`config.mk`:
```
export PLATFORM = sky130hd
export DESIGN_NAME = ccu_snoop_responder
export DESIGN_NICKNAME = d
export VERILOG_FILES = /design/src/rtl/ccu_snoop_pkg.sv /design/src/rtl/snoop_cd_serializer.sv /design/src/rtl/ccu_snoop_responder.sv
export SDC_FILE = /design/constraint.sdc
export NUM_CORES = 1
export LEC_CHECK = 0
export CORE_ASPECT_RATIO = 1.1
export CORE_MARGIN = 4
export CORE_UTILIZATION = 30
export CTS_BUF_LIST = sky130_fd_sc_hd__clkbuf_8 sky130_fd_sc_hd__clkbuf_16
export CTS_CLUSTER_DIAMETER = 150
export DETAILED_ROUTE_END_ITERATION = 7
export GPL_TIMING_DRIVEN = 0
export PLACE_DENSITY = 0.55
export SLEW_MARGIN = 0
export SYNTH_ARGS = -nofsm -noshare
export SYNTH_HDL_FRONTEND = slang
export SYNTH_HIERARCHICAL = 1
export SYNTH_SLANG_ARGS = --single-unit
```
`constraint.sdc`:
```
create_clock -name clk_i -period 4.7 [get_ports clk_i]
set_input_delay 0.705 -clock clk_i [delete_from_list [all_inputs] [get_ports clk_i]]
set_output_delay 0.705 -clock clk_i [all_outputs]
set_load 0.005 [all_outputs]
```
`src/rtl/ccu_snoop_pkg.sv`:
```
// Shared types, CR bit positions, AC snoop opcodes and the snoop decode
// used by the ACE snoop responder.
package ccu_snoop_pkg;

  localparam int unsigned CcuLineWidth    = 128;
  localparam int unsigned CcuAxiDataWidth = 64;
  localparam int unsigned CcuAddrWidth    = 64;

  localparam int unsigned CR_DT  = 0;
  localparam int unsigned CR_ERR = 1;
  localparam int unsigned CR_PD  = 2;
  localparam int unsigned CR_IS  = 3;
  localparam int unsigned CR_WU  = 4;

  localparam logic [3:0] SNP_READ_ONCE             = 4'b0000;
  localparam logic [3:0] SNP_READ_SHARED           = 4'b0001;
  localparam logic [3:0] SNP_READ_CLEAN            = 4'b0010;
  localparam logic [3:0] SNP_READ_NOT_SHARED_DIRTY = 4'b0011;
  localparam logic [3:0] SNP_READ_UNIQUE           = 4'b0111;
  localparam logic [3:0] SNP_CLEAN_SHARED          = 4'b1000;
  localparam logic [3:0] SNP_CLEAN_INVALID         = 4'b1001;
  localparam logic [3:0] SNP_MAKE_INVALID          = 4'b1101;

  typedef enum logic [1:0] {KEEP, SHARE, CLEAN, INVALIDATE} snoop_lookup_op_e;

  typedef struct packed {
    logic [CcuAddrWidth-1:0] addr;
    logic [3:0]              snoop;
  } ac_chan_t;

  typedef struct packed {
    logic [CcuAxiDataWidth-1:0] data;
    logic                       last;
  } cd_chan_t;

  typedef struct packed {
    ac_chan_t ac;
    logic     ac_valid;
    logic     cr_ready;
    logic     cd_ready;
  } snoop_req_t;

  typedef struct packed {
    logic       ac_ready;
    logic       cr_valid;
    logic [4:0] cr_resp;
    logic       cd_valid;
    cd_chan_t   cd;
  } snoop_resp_t;

  typedef struct packed {
    snoop_lookup_op_e op;
    logic [4:0]       cr_resp;
    logic             supported;
  } snoop_decode_t;

  function automatic snoop_decode_t decode_snoop(input logic [3:0] snoop, input logic hit,
                                                 input logic dirty, input logic shared);
    snoop_decode_t d;
    d.op        = KEEP;
    d.cr_resp   = '0;
    d.supported = 1'b1;
    case (snoop)
      SNP_READ_ONCE: begin
        d.cr_resp[CR_DT] = 1'b1;
        d.cr_resp[CR_IS] = 1'b1;
      end
      SNP_READ_SHARED, SNP_READ_CLEAN, SNP_READ_NOT_SHARED_DIRTY: begin
        d.op             = SHARE;
        d.cr_resp[CR_DT] = 1'b1;
        d.cr_resp[CR_IS] = 1'b1;
        d.cr_resp[CR_PD] = dirty;
      end
      SNP_READ_UNIQUE: begin
        d.op             = INVALIDATE;
        d.cr_resp[CR_DT] = 1'b1;
        d.cr_resp[CR_PD] = dirty;
      end
      SNP_CLEAN_SHARED: begin
        d.op             = CLEAN;
        d.cr_resp[CR_DT] = dirty;
        d.cr_resp[CR_PD] = dirty;
        d.cr_resp[CR_IS] = 1'b1;
      end
      SNP_CLEAN_INVALID: begin
        d.op             = INVALIDATE;
        d.cr_resp[CR_DT] = dirty;
        d.cr_resp[CR_PD] = dirty;
      end
      SNP_MAKE_INVALID: d.op = INVALIDATE;
      default:          d.supported = 1'b0;
    endcase
    // Unsupported opcodes never reach the cache, so hit state is irrelevant there.
    if (!d.supported) begin
      d.cr_resp         = '0;
      d.cr_resp[CR_ERR] = 1'b1;
    end else if (!hit) begin
      d.cr_resp = '0;
    end else begin
      d.cr_resp[CR_WU] = !shared;
    end
    return d;
  endfunction

endpackage

```
`src/rtl/snoop_cd_serializer.sv`:
```
// Holds one cache line and streams it out as CD beats, low beat first,
// flagging the final beat with last.
module snoop_cd_serializer #(
  parameter int unsigned BeatWidth = 64,
  parameter int unsigned Words     = 2,
  parameter int unsigned BeatBits  = 1
) (
  input  logic                           clk,
  input  logic                           rst,
  input  logic                           in_valid,
  output logic                           in_ready,
  input  logic [BeatWidth*Words-1:0]     in_data,
  output logic                           out_valid,
  input  logic                           out_ready,
  output logic [BeatWidth-1:0]           out_data,
  output logic                           out_last
);

  localparam int unsigned LineWidth = BeatWidth * Words;
  localparam logic [BeatBits-1:0] LastBeat = BeatBits'(Words - 1);

  logic [LineWidth-1:0] line_reg;
  logic [BeatBits-1:0]  beat_reg;
  logic                 active_reg;
  logic [BeatWidth-1:0] beats [Words];

  genvar gi;
  generate
    for (gi = 0; gi < Words; gi++) begin : g_beat
      assign beats[gi] = line_reg[gi*BeatWidth +: BeatWidth];
    end
  endgenerate

  assign in_ready  = !active_reg;
  assign out_valid = active_reg;
  assign out_data  = beats[beat_reg];
  assign out_last  = (beat_reg == LastBeat);

  always_ff @(posedge clk or posedge rst) begin
    if (rst) begin
      line_reg   <= '0;
      beat_reg   <= '0;
      active_reg <= 1'b0;
    end else if (in_valid && in_ready) begin
      line_reg   <= in_data;
      beat_reg   <= '0;
      active_reg <= 1'b1;
    end else if (out_valid && out_ready) begin
      if (out_last) begin
        active_reg <= 1'b0;
        beat_reg   <= '0;
      end else begin
        beat_reg <= beat_reg + 1'b1;
      end
    end
  end

endmodule

```
`src/rtl/ccu_snoop_responder.sv`:
```
// ACE snoop responder: takes one AC snoop, queries the L1 data cache,
// answers on CR and streams the line on CD when data transfer is needed.
module ccu_snoop_responder #(
  parameter int unsigned DcacheLineWidth = ccu_snoop_pkg::CcuLineWidth,
  parameter int unsigned AxiDataWidth    = ccu_snoop_pkg::CcuAxiDataWidth,
  parameter int unsigned AddrWidth       = ccu_snoop_pkg::CcuAddrWidth,
  parameter type snoop_req_t             = ccu_snoop_pkg::snoop_req_t,
  parameter type snoop_resp_t            = ccu_snoop_pkg::snoop_resp_t
) (
  input  logic                             clk_i,
  input  logic                             rst_i,
  input  snoop_req_t                       snoop_req_i,
  output snoop_resp_t                      snoop_resp_o,
  output logic                             lookup_req_o,
  input  logic                             lookup_gnt_i,
  output logic [AddrWidth-1:0]             lookup_addr_o,
  output ccu_snoop_pkg::snoop_lookup_op_e  lookup_op_o,
  input  logic                             lookup_valid_i,
  input  logic                             lookup_hit_i,
  input  logic                             lookup_dirty_i,
  input  logic                             lookup_shared_i,
  input  logic [DcacheLineWidth-1:0]       lookup_data_i,
  output logic                             busy_o
);

  import ccu_snoop_pkg::*;

  localparam int unsigned DcacheLineWords = DcacheLineWidth / AxiDataWidth;
  localparam int unsigned BeatBits        = $clog2(DcacheLineWords);
  localparam int unsigned OffsetBits      = $clog2(DcacheLineWidth / 8);
  localparam logic [AddrWidth-1:0] AlignMask = {AddrWidth{1'b1}} << OffsetBits;

  typedef enum logic [2:0] {IDLE, LOOKUP, WAIT_RESP, SEND_CR, SEND_CD} state_e;

  state_e               state_reg, state_next;
  logic                 started_reg;
  logic [AddrWidth-1:0] addr_reg;
  logic [3:0]           snoop_reg;
  snoop_lookup_op_e     op_reg;
  logic [4:0]           cr_reg;

  logic                 ac_ready, ac_hs;
  logic                 cr_valid, cd_valid;
  logic [3:0]           dec_snoop;
  snoop_decode_t        dec;

  logic                    ser_in_valid, ser_in_ready;
  logic                    ser_out_valid, ser_out_ready, ser_last;
  logic [AxiDataWidth-1:0] ser_data;

  // One decoder serves both the AC opcode in IDLE and the lookup result later.
  assign dec_snoop = (state_reg == IDLE) ? snoop_req_i.ac.snoop : snoop_reg;
  assign dec       = decode_snoop(dec_snoop, lookup_hit_i, lookup_dirty_i, lookup_shared_i);

  // started_reg keeps ac_ready low until the first clock after reset release.
  assign ac_ready = (state_reg == IDLE) && started_reg;
  assign ac_hs    = ac_ready && snoop_req_i.ac_valid;

  always_ff @(posedge clk_i or posedge rst_i) begin
    if (rst_i) begin
      state_reg   <= IDLE;
      started_reg <= 1'b0;
    end else begin
      state_reg   <= state_next;
      started_reg <= 1'b1;
    end
  end

  always_ff @(posedge clk_i or posedge rst_i) begin
    if (rst_i) begin
      addr_reg  <= '0;
      snoop_reg <= '0;
      op_reg    <= KEEP;
      cr_reg    <= '0;
    end else begin
      if (ac_hs) begin
        addr_reg  <= snoop_req_i.ac.addr & AlignMask;
        snoop_reg <= snoop_req_i.ac.snoop;
        op_reg    <= dec.op;
        if (!dec.supported) cr_reg <= dec.cr_resp;
      end
      if (state_reg == WAIT_RESP && lookup_valid_i) cr_reg <= dec.cr_resp;
    end
  end

  always_comb begin
    state_next    = state_reg;
    lookup_req_o  = 1'b0;
    cr_valid      = 1'b0;
    cd_valid      = 1'b0;
    ser_in_valid  = 1'b0;
    ser_out_ready = 1'b0;
    case (state_reg)
      IDLE: begin
        if (ac_hs) state_next = dec.supported ? LOOKUP : SEND_CR;
      end
      LOOKUP: begin
        lookup_req_o = 1'b1;
        if (lookup_gnt_i) state_next = WAIT_RESP;
      end
      WAIT_RESP: begin
        if (lookup_valid_i) begin
          ser_in_valid = dec.cr_resp[CR_DT] && ser_in_ready;
          state_next   = SEND_CR;
        end
      end
      SEND_CR: begin
        cr_valid = 1'b1;
        if (snoop_req_i.cr_ready) state_next = cr_reg[CR_DT] ? SEND_CD : IDLE;
      end
      SEND_CD: begin
        cd_valid      = ser_out_valid;
        ser_out_ready = snoop_req_i.cd_ready;
        if (ser_out_valid && snoop_req_i.cd_ready && ser_last) state_next = IDLE;
      end
      default: state_next = IDLE;
    endcase
  end

  snoop_cd_serializer #(
    .BeatWidth (AxiDataWidth),
    .Words     (DcacheLineWords),
    .BeatBits  (BeatBits)
  ) u_cd_serializer (
    .clk       (clk_i),
    .rst       (rst_i),
    .in_valid  (ser_in_valid),
    .in_ready  (ser_in_ready),
    .in_data   (lookup_data_i),
    .out_valid (ser_out_valid),
    .out_ready (ser_out_ready),
    .out_data  (ser_data),
    .out_last  (ser_last)
  );

  assign lookup_addr_o = addr_reg;
  assign lookup_op_o   = op_reg;
  assign busy_o        = (state_reg != IDLE);

  always_comb begin
    snoop_resp_o          = '0;
    snoop_resp_o.ac_ready = ac_ready;
    snoop_resp_o.cr_valid = cr_valid;
    snoop_resp_o.cr_resp  = cr_reg;
    snoop_resp_o.cd_valid = cd_valid;
    snoop_resp_o.cd.data  = ser_data;
    snoop_resp_o.cd.last  = ser_last && cd_valid;
  end

endmodule

```
==> results of run 1 <==
[stage by stage]
step	hold WS, ns	power [mW]
after global placement	0.456	2.02
after CTS	0.453	3.83
after global routing	0.488	3.91
after detailed placement	0.461	2.03
after floorplan	0.470	1.84
final	0.472	3.74
[per-layer routing]
metal	global-route usage (%)	part of all wire (%)
met1	19.1	42
met2	24.4	45
met3	6.46	11
met4	3.32	1.8
met5	0	0.14
[logic make-up (layout without fill, tap and decap cells)]
kind of cell,Yosys count,count (layout)
simple gates,224,224
flops,205,205
mux,201,201
buf+inv,57,437
compound gates,34,34
other cells,2,5
[cell type report]
type                            instances  area [um2]
Fill cell                            2983       17100
Sequential cell                       205        5130
Multi-Input combinational cell        464        3870
Timing Repair Buffer                  339        3430
Clock buffer                           29         681
Tap cell                              420         526
Buffer                                 48         450
Clock inverter                         12        56.3
Inverter                                9        41.3
[power groups by stage]
stage	registers [mW]	clock network, mW	logic (mW)
final	1.77	1.75	0.229
after global routing	1.76	1.90	0.248
after CTS	1.77	1.83	0.235
after detailed placement	1.80	0	0.234
after global placement	1.80	0	0.226
after floorplan	1.80	0	0.0381
[cell usage in the layout (no fill, tap or decap), types with 3 or more instances in the layout]
cell type	synthesis	final
a31oi_1	3	3
mux2_4	121	121
a21oi_1	5	5
nor2_1	6	6
dfrtp_1	205	205
buf_12	11	11
conb_1	2	5
mux2_2	75	75
clkbuf_8	0	4
inv_1	8	11
clkbuf_16	0	25
nor3_1	7	7
clkinv_2	0	6
o22ai_1	4	4
o21ai_0	3	3
clkdlybuf4s50_1	0	337
nand3_1	3	3
mux2i_1	4	4
nand2_1	195	195
buf_2	19	19
buf_4	8	8
clkbuf_1	6	6
[worst max-delay path by stage]
stage	start	endpoint	cells after the start
global route	snoop_req_i[4]	u_cd_serializer/line_reg[60]	10
global placement	rst_i	u_cd_serializer/line_reg[101]	2
detailed placement	snoop_req_i[4]	u_cd_serializer/line_reg[61]	10
finish	u_cd_serializer/out_last	snoop_resp_o[41]	4
CTS	u_cd_serializer/out_last	snoop_resp_o[49]	4
floorplan	rst_i	u_cd_serializer/line_reg[0]	1
[worst min-delay path, delay by kind of cell (launching register included)]
family | cells | cell delay, ns
AND/OR/NAND/NOR | 2 | 0.10
flip-flops | 1 | 0.34
==> results.json, run 1 <==
{
  "status": "finished, final reports clean",
  "drc_errors": 0,
  "cp-end-kind": "output pin",
  "synth-main-ff-cell": "dfrtp_1",
  "grt_pass1_wl_um": 42000,
  "critPathMostFrequentCell": "buf_2",
  "max-vdd-ir-drop_v": 0.000179,
  "synthXorXnorAreaFrac_pct": 0,
  "crit_family": "buffers and inverters",
  "grt_antenna_before_repair": 3,
  "drt_wl_total_um": 27200,
  "dr_total_vias": 6686,
  "cp_slowest_cell": "clkdlybuf4s50_1",
  "synthSimpleGateAreaFrac_pct": 9.52,
  "synth_enable_flop_cells": 0,
  "hold_class": "reg2reg",
  "tns_ns": 0,
  "p_int_mw": 2.94,
  "comb_power_share_pct": 6.1,
  "clk_pin_slew_ns": 0.06,
  "nets": 1297,
  "avgSynthCellArea_um2": 13.1,
  "skew_ns": 0.00668,
  "fin_crit_sh_pct": 68.4,
  "p_per_area_nw_per_um2": 264,
  "rrSetupSlack_ns": 1.76,
  "cp_slowest_stage_delay_ns": 0.48,
  "clk_path_buf_depth": 3,
  "maxCapViolations": 0,
  "synth_area_leaders": "dfrtp_1 54%, mux2_4 19%, mux2_2 8.9%",
  "area_growth_pct": 49.7,
  "initialDrtViolationCount": 244,
  "path_cells": "buf_2 -> buf_2 -> mux2_2 -> clkdlybuf4s50_1",
  "core-area_um2": 31300,
  "vias_per_cell": 4.38,
  "synth_cells": 723,
  "setup_violations": 0,
  "cp_num_buf_inv": 3,
  "synth_top_family_by_area": "multiplexers",
  "synth_cell_types": 48,
  "drive_gt1_share_pct": 25.5,
  "min_period_ns": 3.21,
  "fmax_ghz": 0.311,
  "diodes": 0,
  "cts_sinks": 205,
  "r2r_start": "state_reg[1]",
  "yosysTopAreaCellShare_pct": 54.1,
  "cts_root_buf": "clkbuf_16",
  "initial_utilization_pct": 30.3,
  "num_io_pins": 347,
  "clkLatencyLatePin_ns": 0.51,
  "fin_cells": 1526,
  "die_x_um": 177,
  "crit_type": "reg2out",
  "critPathLaunchType": "register",
  "p_sw_uw": 803,
  "die_height_um": 194,
  "ys_async_sr_fraction_pct": 100,
  "finish.instance_area_um2": 14200,
  "cts_tree": "done",
  "seqPwrFrac_pct": 47.2,
  "track_usage_pct": 15.2,
  "placed_cells": 1485,
  "grt_max_degree": 90,
  "gp_congestion": 0.768,
  "synth.most_common_cell": "dfrtp_1",
  "muxShareOfSynthArea_pct": 28.6,
  "holdCritStartpoint": "lookup_addr_o[10]",
  "yosysWarnings": 6,
  "synth-compound-area-share_pct": 2.53,
  "reg2reg_to": "u_cd_serializer/line_reg[60]",
  "fin_util_pct": 45.3,
  "dpl-instance-area_um2": 13400,
  "grt-ovfl-total": 0,
  "place_ws_ns": 0.979,
  "finalHoldViolCount": 0,
  "critPathMaxFanout": 10,
  "hold_path_depth": 2,
  "cp.arrival_ns": 2.51,
  "ys_seq_area_share_pct": 54.1,
  "hold_path_end": "lookup_addr_o[10]",
  "clockPowerShare_pct": 46.7,
  "cts_made_buffers": 24,
  "synth.ff_latch_count": 205,
  "rsz0062_at_grt": "false",
  "final_antenna_net_count": 0,
  "synth_fa_ha_area_share_pct": 0,
  "slew_violations": 0,
  "place_hpwl_um": 19800,
  "leakagePower_nw": 6.67,
  "synth_top_cell_by_area": "dfrtp_1",
  "synth.cell_area_um2": 9480,
  "p_sw_share_pct": 21.5,
  "largest_register_ffs": 128,
  "io_buffer_count": 337,
  "setup_ws_ns": 1.49,
  "cts.htree.levels": 1,
  "cp.required_ns": 3.99,
  "cts.hold.buffers_added": 0,
  "wire_per_inst_um": 17.8,
  "firstDrtPassIters": 6,
  "synth_common_cells": "205 x dfrtp_1, 195 x nand2_1, 121 x mux2_4, 75 x mux2_2, 19 x buf_2",
  "cts_resized": 0,
  "dieArea_um2": 34500,
  "rows": 68,
  "reg2reg_depth": 9,
  "grt_pass1_vias": 7255,
  "postCtsSetupRepairBufs": 0
}
No activity file was read; power rests on OpenSTA's default activity.
==> run 2, diff against run 1 <==
--- a/config.mk
+++ b/config.mk
@@ -12,7 +12,7 @@
 export CTS_CLUSTER_DIAMETER = 150
 export DETAILED_ROUTE_END_ITERATION = 7
 export GPL_TIMING_DRIVEN = 0
-export PLACE_DENSITY = 0.55
+export PLACE_DENSITY = 0.57
 export SLEW_MARGIN = 0
 export SYNTH_ARGS = -nofsm -noshare
 export SYNTH_HDL_FRONTEND = slang
==> constraint.sdc (replaced) <==
create_clock -name clk_i -period 2.59 [get_ports clk_i]
set_input_delay 0.3885 -clock clk_i [delete_from_list [all_inputs] [get_ports clk_i]]
set_output_delay 0.3885 -clock clk_i [all_outputs]
set_load 0.005 [all_outputs]
==> results.json, run 2 (same netlist as run 1, synthesis figures left out) <==
{
  "fin_crit_sh_pct": 99.2,
  "p_sw_mw": 1.49,
  "dpl-instance-area_um2": 13500,
  "nets": 1336,
  "io_buffer_count": 337,
  "leakagePower_nw": 7.03,
  "hold_class": "in2reg",
  "seqPwrFrac_pct": 45.3,
  "max-vdd-ir-drop_v": 0.000382,
  "maxCapViolations": 0,
  "rsz0062_at_grt": "true",
  "place_hpwl_um": 20000,
  "cp-end-kind": "register",
  "tightestPinTransition_ns": 0.821,
  "clk_path_buf_depth": 3,
  "area_growth_pct": 57.3,
  "p_sw_share_pct": 21.1,
  "crit_type": "reg2reg",
  "grt_antenna_before_repair": 2,
  "die_x_um": 177,
  "cp.arrival_ns": 2.96,
  "drt_wl_total_um": 27800,
  "relSlewSlack_pct": 45.1,
  "fmax_ghz": 0.389,
  "status": "finished, final reports clean",
  "dieArea_um2": 34500,
  "grt_max_degree": 43,
  "drive_gt1_share_pct": 29.1,
  "dr_total_vias": 6884,
  "grt_pass1_wl_um": 42200,
  "clk_pin_slew_ns": 0.06,
  "finalHoldViolCount": 0,
  "skew_ns": 0.0148,
  "slew_violations": 0,
  "grt_pass1_vias": 7331,
  "cts_made_buffers": 25,
  "core-area_um2": 31300,
  "cts_root_buf": "clkbuf_16",
  "final_antenna_net_count": 0,
  "firstDrtPassIters": 4,
  "finish.instance_area_um2": 14900,
  "clockPowerShare_pct": 48.7,
  "grt-ovfl-total": 0,
  "clkLatencyLatePin_ns": 0.51,
  "final_cell_mix": "334 x clkdlybuf4s50_1, 204 x dfrtp_1, 195 x nand2_1",
  "cp.required_ns": 2.98,
  "p_per_area_nw_per_um2": 474,
  "cts_tree": "done",
  "critPathLaunchType": "register",
  "p_int_mw": 5.58,
  "setup_violations": 0,
  "cts.htree.levels": 1,
  "initial_utilization_pct": 30.3,
  "cts_sinks": 205,
  "vias_per_cell": 4.39,
  "critPathMaxFanout": 6,
  "largest_register_ffs": 128,
  "comb_power_share_pct": 6.0,
  "fin_util_pct": 47.6,
  "rows": 68,
  "drc_errors": 0,
  "track_usage_pct": 15.2,
  "die_height_um": 194,
  "cts.hold.buffers_added": 0,
  "final_common_cell": "clkdlybuf4s50_1",
  "wire_per_inst_um": 17.7,
  "min_period_ns": 2.57,
  "gp_congestion": 0.763,
  "initialDrtViolationCount": 233,
  "num_io_pins": 347
}
-- run 2: stage by stage --
stage	total power, mW	cells	setup TNS, ns	hold slack (ns)	setup slack (ns)
after floorplan	3.33	726	0	0.470	0.0706
after global placement	3.67	1483	-309.06	0.457	-1.22
after detailed placement	3.69	1487	-105.98	0.462	-0.850
after CTS	7.22	1539	-0.0273	0.148	-0.0114
after global routing	7.37	1567	-9.75	0.176	-0.103
final	7.07	1567	0	0.171	0.0195
-- run 2: path summary, 6_finish.rpt --
kind,end,from,depth (start not counted),slack (ns)
min in group asynchronous,lookup_addr_o[56],rst_i,2,0.33
max in group asynchronous,u_cd_serializer/line_reg[22],rst_i,4,1.20
setup / recovery,u_cd_serializer/line_reg[22],state_reg[2],10,0.02
setup reg to reg,u_cd_serializer/line_reg[22],state_reg[2],10,0.02
hold / removal,snoop_reg[0],snoop_req_i[3],3,0.17
hold reg to reg,lookup_addr_o[17],lookup_addr_o[17],2,0.47
-- run 2: critical path, stage by stage, from the launching register on --
cell,delay [ns]
dfrtp_1,0.42
buf_6,0.15
a2111o_1,0.37
a21oi_2,0.15
o211ai_1,0.17
nor3_2,0.22
nor2b_4,0.19
buf_12,0.15
buf_16,0.16
clkbuf_16,0.16
mux2_4,0.29
-- run 2: power groups by stage --
stage	combinational, mW	clock (mW)	sequential [mW]
floorplan	0.0695	0	3.26
CTS	0.429	3.59	3.20
global route	0.459	3.71	3.20
detailed placement	0.426	0	3.26
global placement	0.408	0	3.26
finish	0.423	3.45	3.21
-- run 2: cell type report --
class	count	area, um2
inverters	9	42.5
repair buffers	377	3910
well taps	420	526
multi-input cells	464	3960
diodes	1	2.50
fillers	2837	16400
flip-flops and latches	205	5130
clock buffers	30	694
clock inverters	13	116
plain buffers	48	534
-- run 2: what timing repair did --
item | in CTS | in global routing
pin swaps | 4 | 4
gates cloned | 1 | 8
buffers inserted | 8 | 19
gates resized for setup | 27 | 20
setup endpoints to repair | 195 | 149
-- run 2: layer usage --
metal  GRT usage (%)  share of wire, %  vias up
li1                -                 -     3260
met5               0             0.047        -
met1            18.8                40     3290
met4            3.52               2.1        2
met3            5.85                11       41
met2            25.3                47      291
==> run 3, diff against run 2 <==
--- a/config.mk
+++ b/config.mk
@@ -6,7 +6,6 @@
 export NUM_CORES = 1
 export LEC_CHECK = 0
 export CORE_ASPECT_RATIO = 1.1
-export CORE_MARGIN = 4
 export CORE_UTILIZATION = 30
 export CTS_BUF_LIST = sky130_fd_sc_hd__clkbuf_8 sky130_fd_sc_hd__clkbuf_16
 export CTS_CLUSTER_DIAMETER = 150
==> results.json, run 3 (same netlist as run 1, synthesis figures left out) <==
{
  "critPathMaxFanout": 10,
  "firstDrtPassIters": 4,
  "final_antenna_net_count": 0,
  "startpoint": "state_reg[0]",
  "endpoint": "u_cd_serializer/line_reg[88]",
  "largest_register_ffs": 128,
  "cts_tree": "done",
  "drt_wl_total_um": 27000,
  "r2r_start": "state_reg[0]",
  "core-area_um2": 30800,
  "cp-end-kind": "register",
  "p_per_area_nw_per_um2": 471,
  "leakagePower_nw": 7.17,
  "dpl-instance-area_um2": 13500,
  "fin_crit_sh_pct": 102,
  "skew_ns": 0.0219,
  "vias_per_cell": 4.35,
  "grt-ovfl-total": 0,
  "status": "complete, but fails checks",
  "initial_utilization_pct": 30.8,
  "io_buffer_count": 337,
  "grt_pass1_vias": 7260,
  "setup_violations": 95,
  "finish.instance_area_um2": 14900,
  "tightestPinTransition_ns": 0.680,
  "grt_pass1_wl_um": 41200,
  "holdCritStartpoint": "snoop_req_i[3]",
  "initialDrtViolationCount": 189,
  "cp.arrival_ns": 3.03,
  "clk_pin_slew_ns": 0.06,
  "grt_max_degree": 51,
  "final_common_cell": "clkdlybuf4s50_1",
  "relSlewSlack_pct": 54.6,
  "dr_total_vias": 6766,
  "setup_ws_ns": -0.0537,
  "drc_errors": 0,
  "clk_path_buf_depth": 3,
  "drive_gt1_share_pct": 28.6,
  "hold_class": "in2reg",
  "cts_root_buf": "clkbuf_16",
  "place_hpwl_um": 19200,
  "hold_slack_ns": 0.187,
  "area_growth_pct": 56.9,
  "rrSetupSlack_ns": -0.05,
  "finalHoldViolCount": 0,
  "cts_sinks": 205,
  "cp.required_ns": 2.98,
  "dieArea_um2": 32300,
  "violations": "setup timing",
  "num_io_pins": 347,
  "wire_per_inst_um": 17.4,
  "place_ws_ns": -0.873,
  "rsz0062_at_grt": "true",
  "fmax_ghz": 0.378,
  "cts.htree.levels": 1,
  "min_period_ns": 2.64,
  "max-vdd-ir-drop_v": 0.000343,
  "critPathLaunchType": "register",
  "cts.hold.buffers_added": 0,
  "maxCapViolations": 0,
  "diodes": 0,
  "placed_cells": 1481,
  "rows": 67,
  "clkLatencyLatePin_ns": 0.52,
  "cts_made_buffers": 24,
  "slew_violations": 0,
  "reg2reg_to": "u_cd_serializer/line_reg[88]",
  "reg2reg_depth": 10,
  "track_usage_pct": 16.3,
  "die_x_um": 171,
  "crit_type": "reg2reg",
  "final_cell_mix": "323 x clkdlybuf4s50_1, 204 x dfrtp_1, 195 x nand2_1",
  "die_height_um": 188,
  "grt_antenna_before_repair": 0,
  "nets": 1330,
  "fin_cells": 1555,
  "gp_congestion": 0.772
}
-- run 3: changes by cell type in the layout (fill, tap and decap cells not counted), moves of 5 or more --
cell	delta
mux2_2	-8
clkbuf_16	-5
dlymetal6s2s_1	+9
buf_4	-6
clkdlybuf4s50_1	-11
mux2_4	+8
-- run 3: cell type report --
type	count	area [um2]
clock inverters	11	73.8
plain buffers	48	533
clock buffers	32	722
fillers	2789	15900
flip-flops and latches	205	5130
well taps	414	518
multi-input cells	464	3960
repair buffers	372	3890
inverters	9	40.0
-- run 3: worst min path at each step --
| stage | slack (ns) | depth (start not counted) | to |
|---|---|---|---|
| 2_1_floorplan | 0.47 | 2 | lookup_addr_o[10] |
| 3_3_place_gp | 0.46 | 2 | lookup_addr_o[48] |
| 3_5_place_dp | 0.46 | 2 | lookup_addr_o[15] |
| 4_1_cts | 0.15 | 3 | snoop_reg[0] |
| 5_1_grt | 0.17 | 3 | snoop_reg[0] |
| 6_report | 0.19 | 3 | snoop_reg[0] |
-- run 3: routing by layer --
metal | vias to the layer above | routed length, um | global-route usage (%)
met2 | 298 | 12200 | 27.0
met3 | 32 | 3060 | 6.57
met4 | 0 | 479 | 4.02
met1 | 3183 | 11300 | 19.7
met5 | - | 0 | 0
li1 | 3253 | - | -
-- run 3: repair_timing --
item                       CTS  global route
gates resized for setup     48            21
setup endpoints to repair  195           143
pin swaps                    4             2
setup buffers               19             5
gates cloned                 4             3
hold endpoints to repair     0             0
-- run 3: worst max-delay path, cell delays in order, from the launching register on --
cell	delay, ns
dfrtp_1	0.42
buf_6	0.14
a2111o_1	0.41
a21oi_2	0.14
o211ai_1	0.14
nor3_2	0.27
nor2b_4	0.21
buf_12	0.14
buf_12	0.16
buf_12	0.16
mux2_4	0.31
-- run 3: power by group --
part,internal [mW],total (mW),switching [mW]
clock,2.03,3.38,1.34
sequential,3.20,3.20,0.000683
combinational,0.291,0.425,0.134
total,5.53,7.01,1.48
-- run 3: stage by stage --
stage | util [%] | total power [mW] | TNS, ns
2_1_floorplan | - | 3.33 | 0
3_3_place_gp | 43.5 | 3.67 | -311.00
3_5_place_dp | 43.8 | 3.69 | -108.75
4_1_cts | 47.7 | 7.15 | -4.74
5_1_grt | 48.3 | 7.29 | -17.14
6_report | 48.3 | 7.01 | -2.88
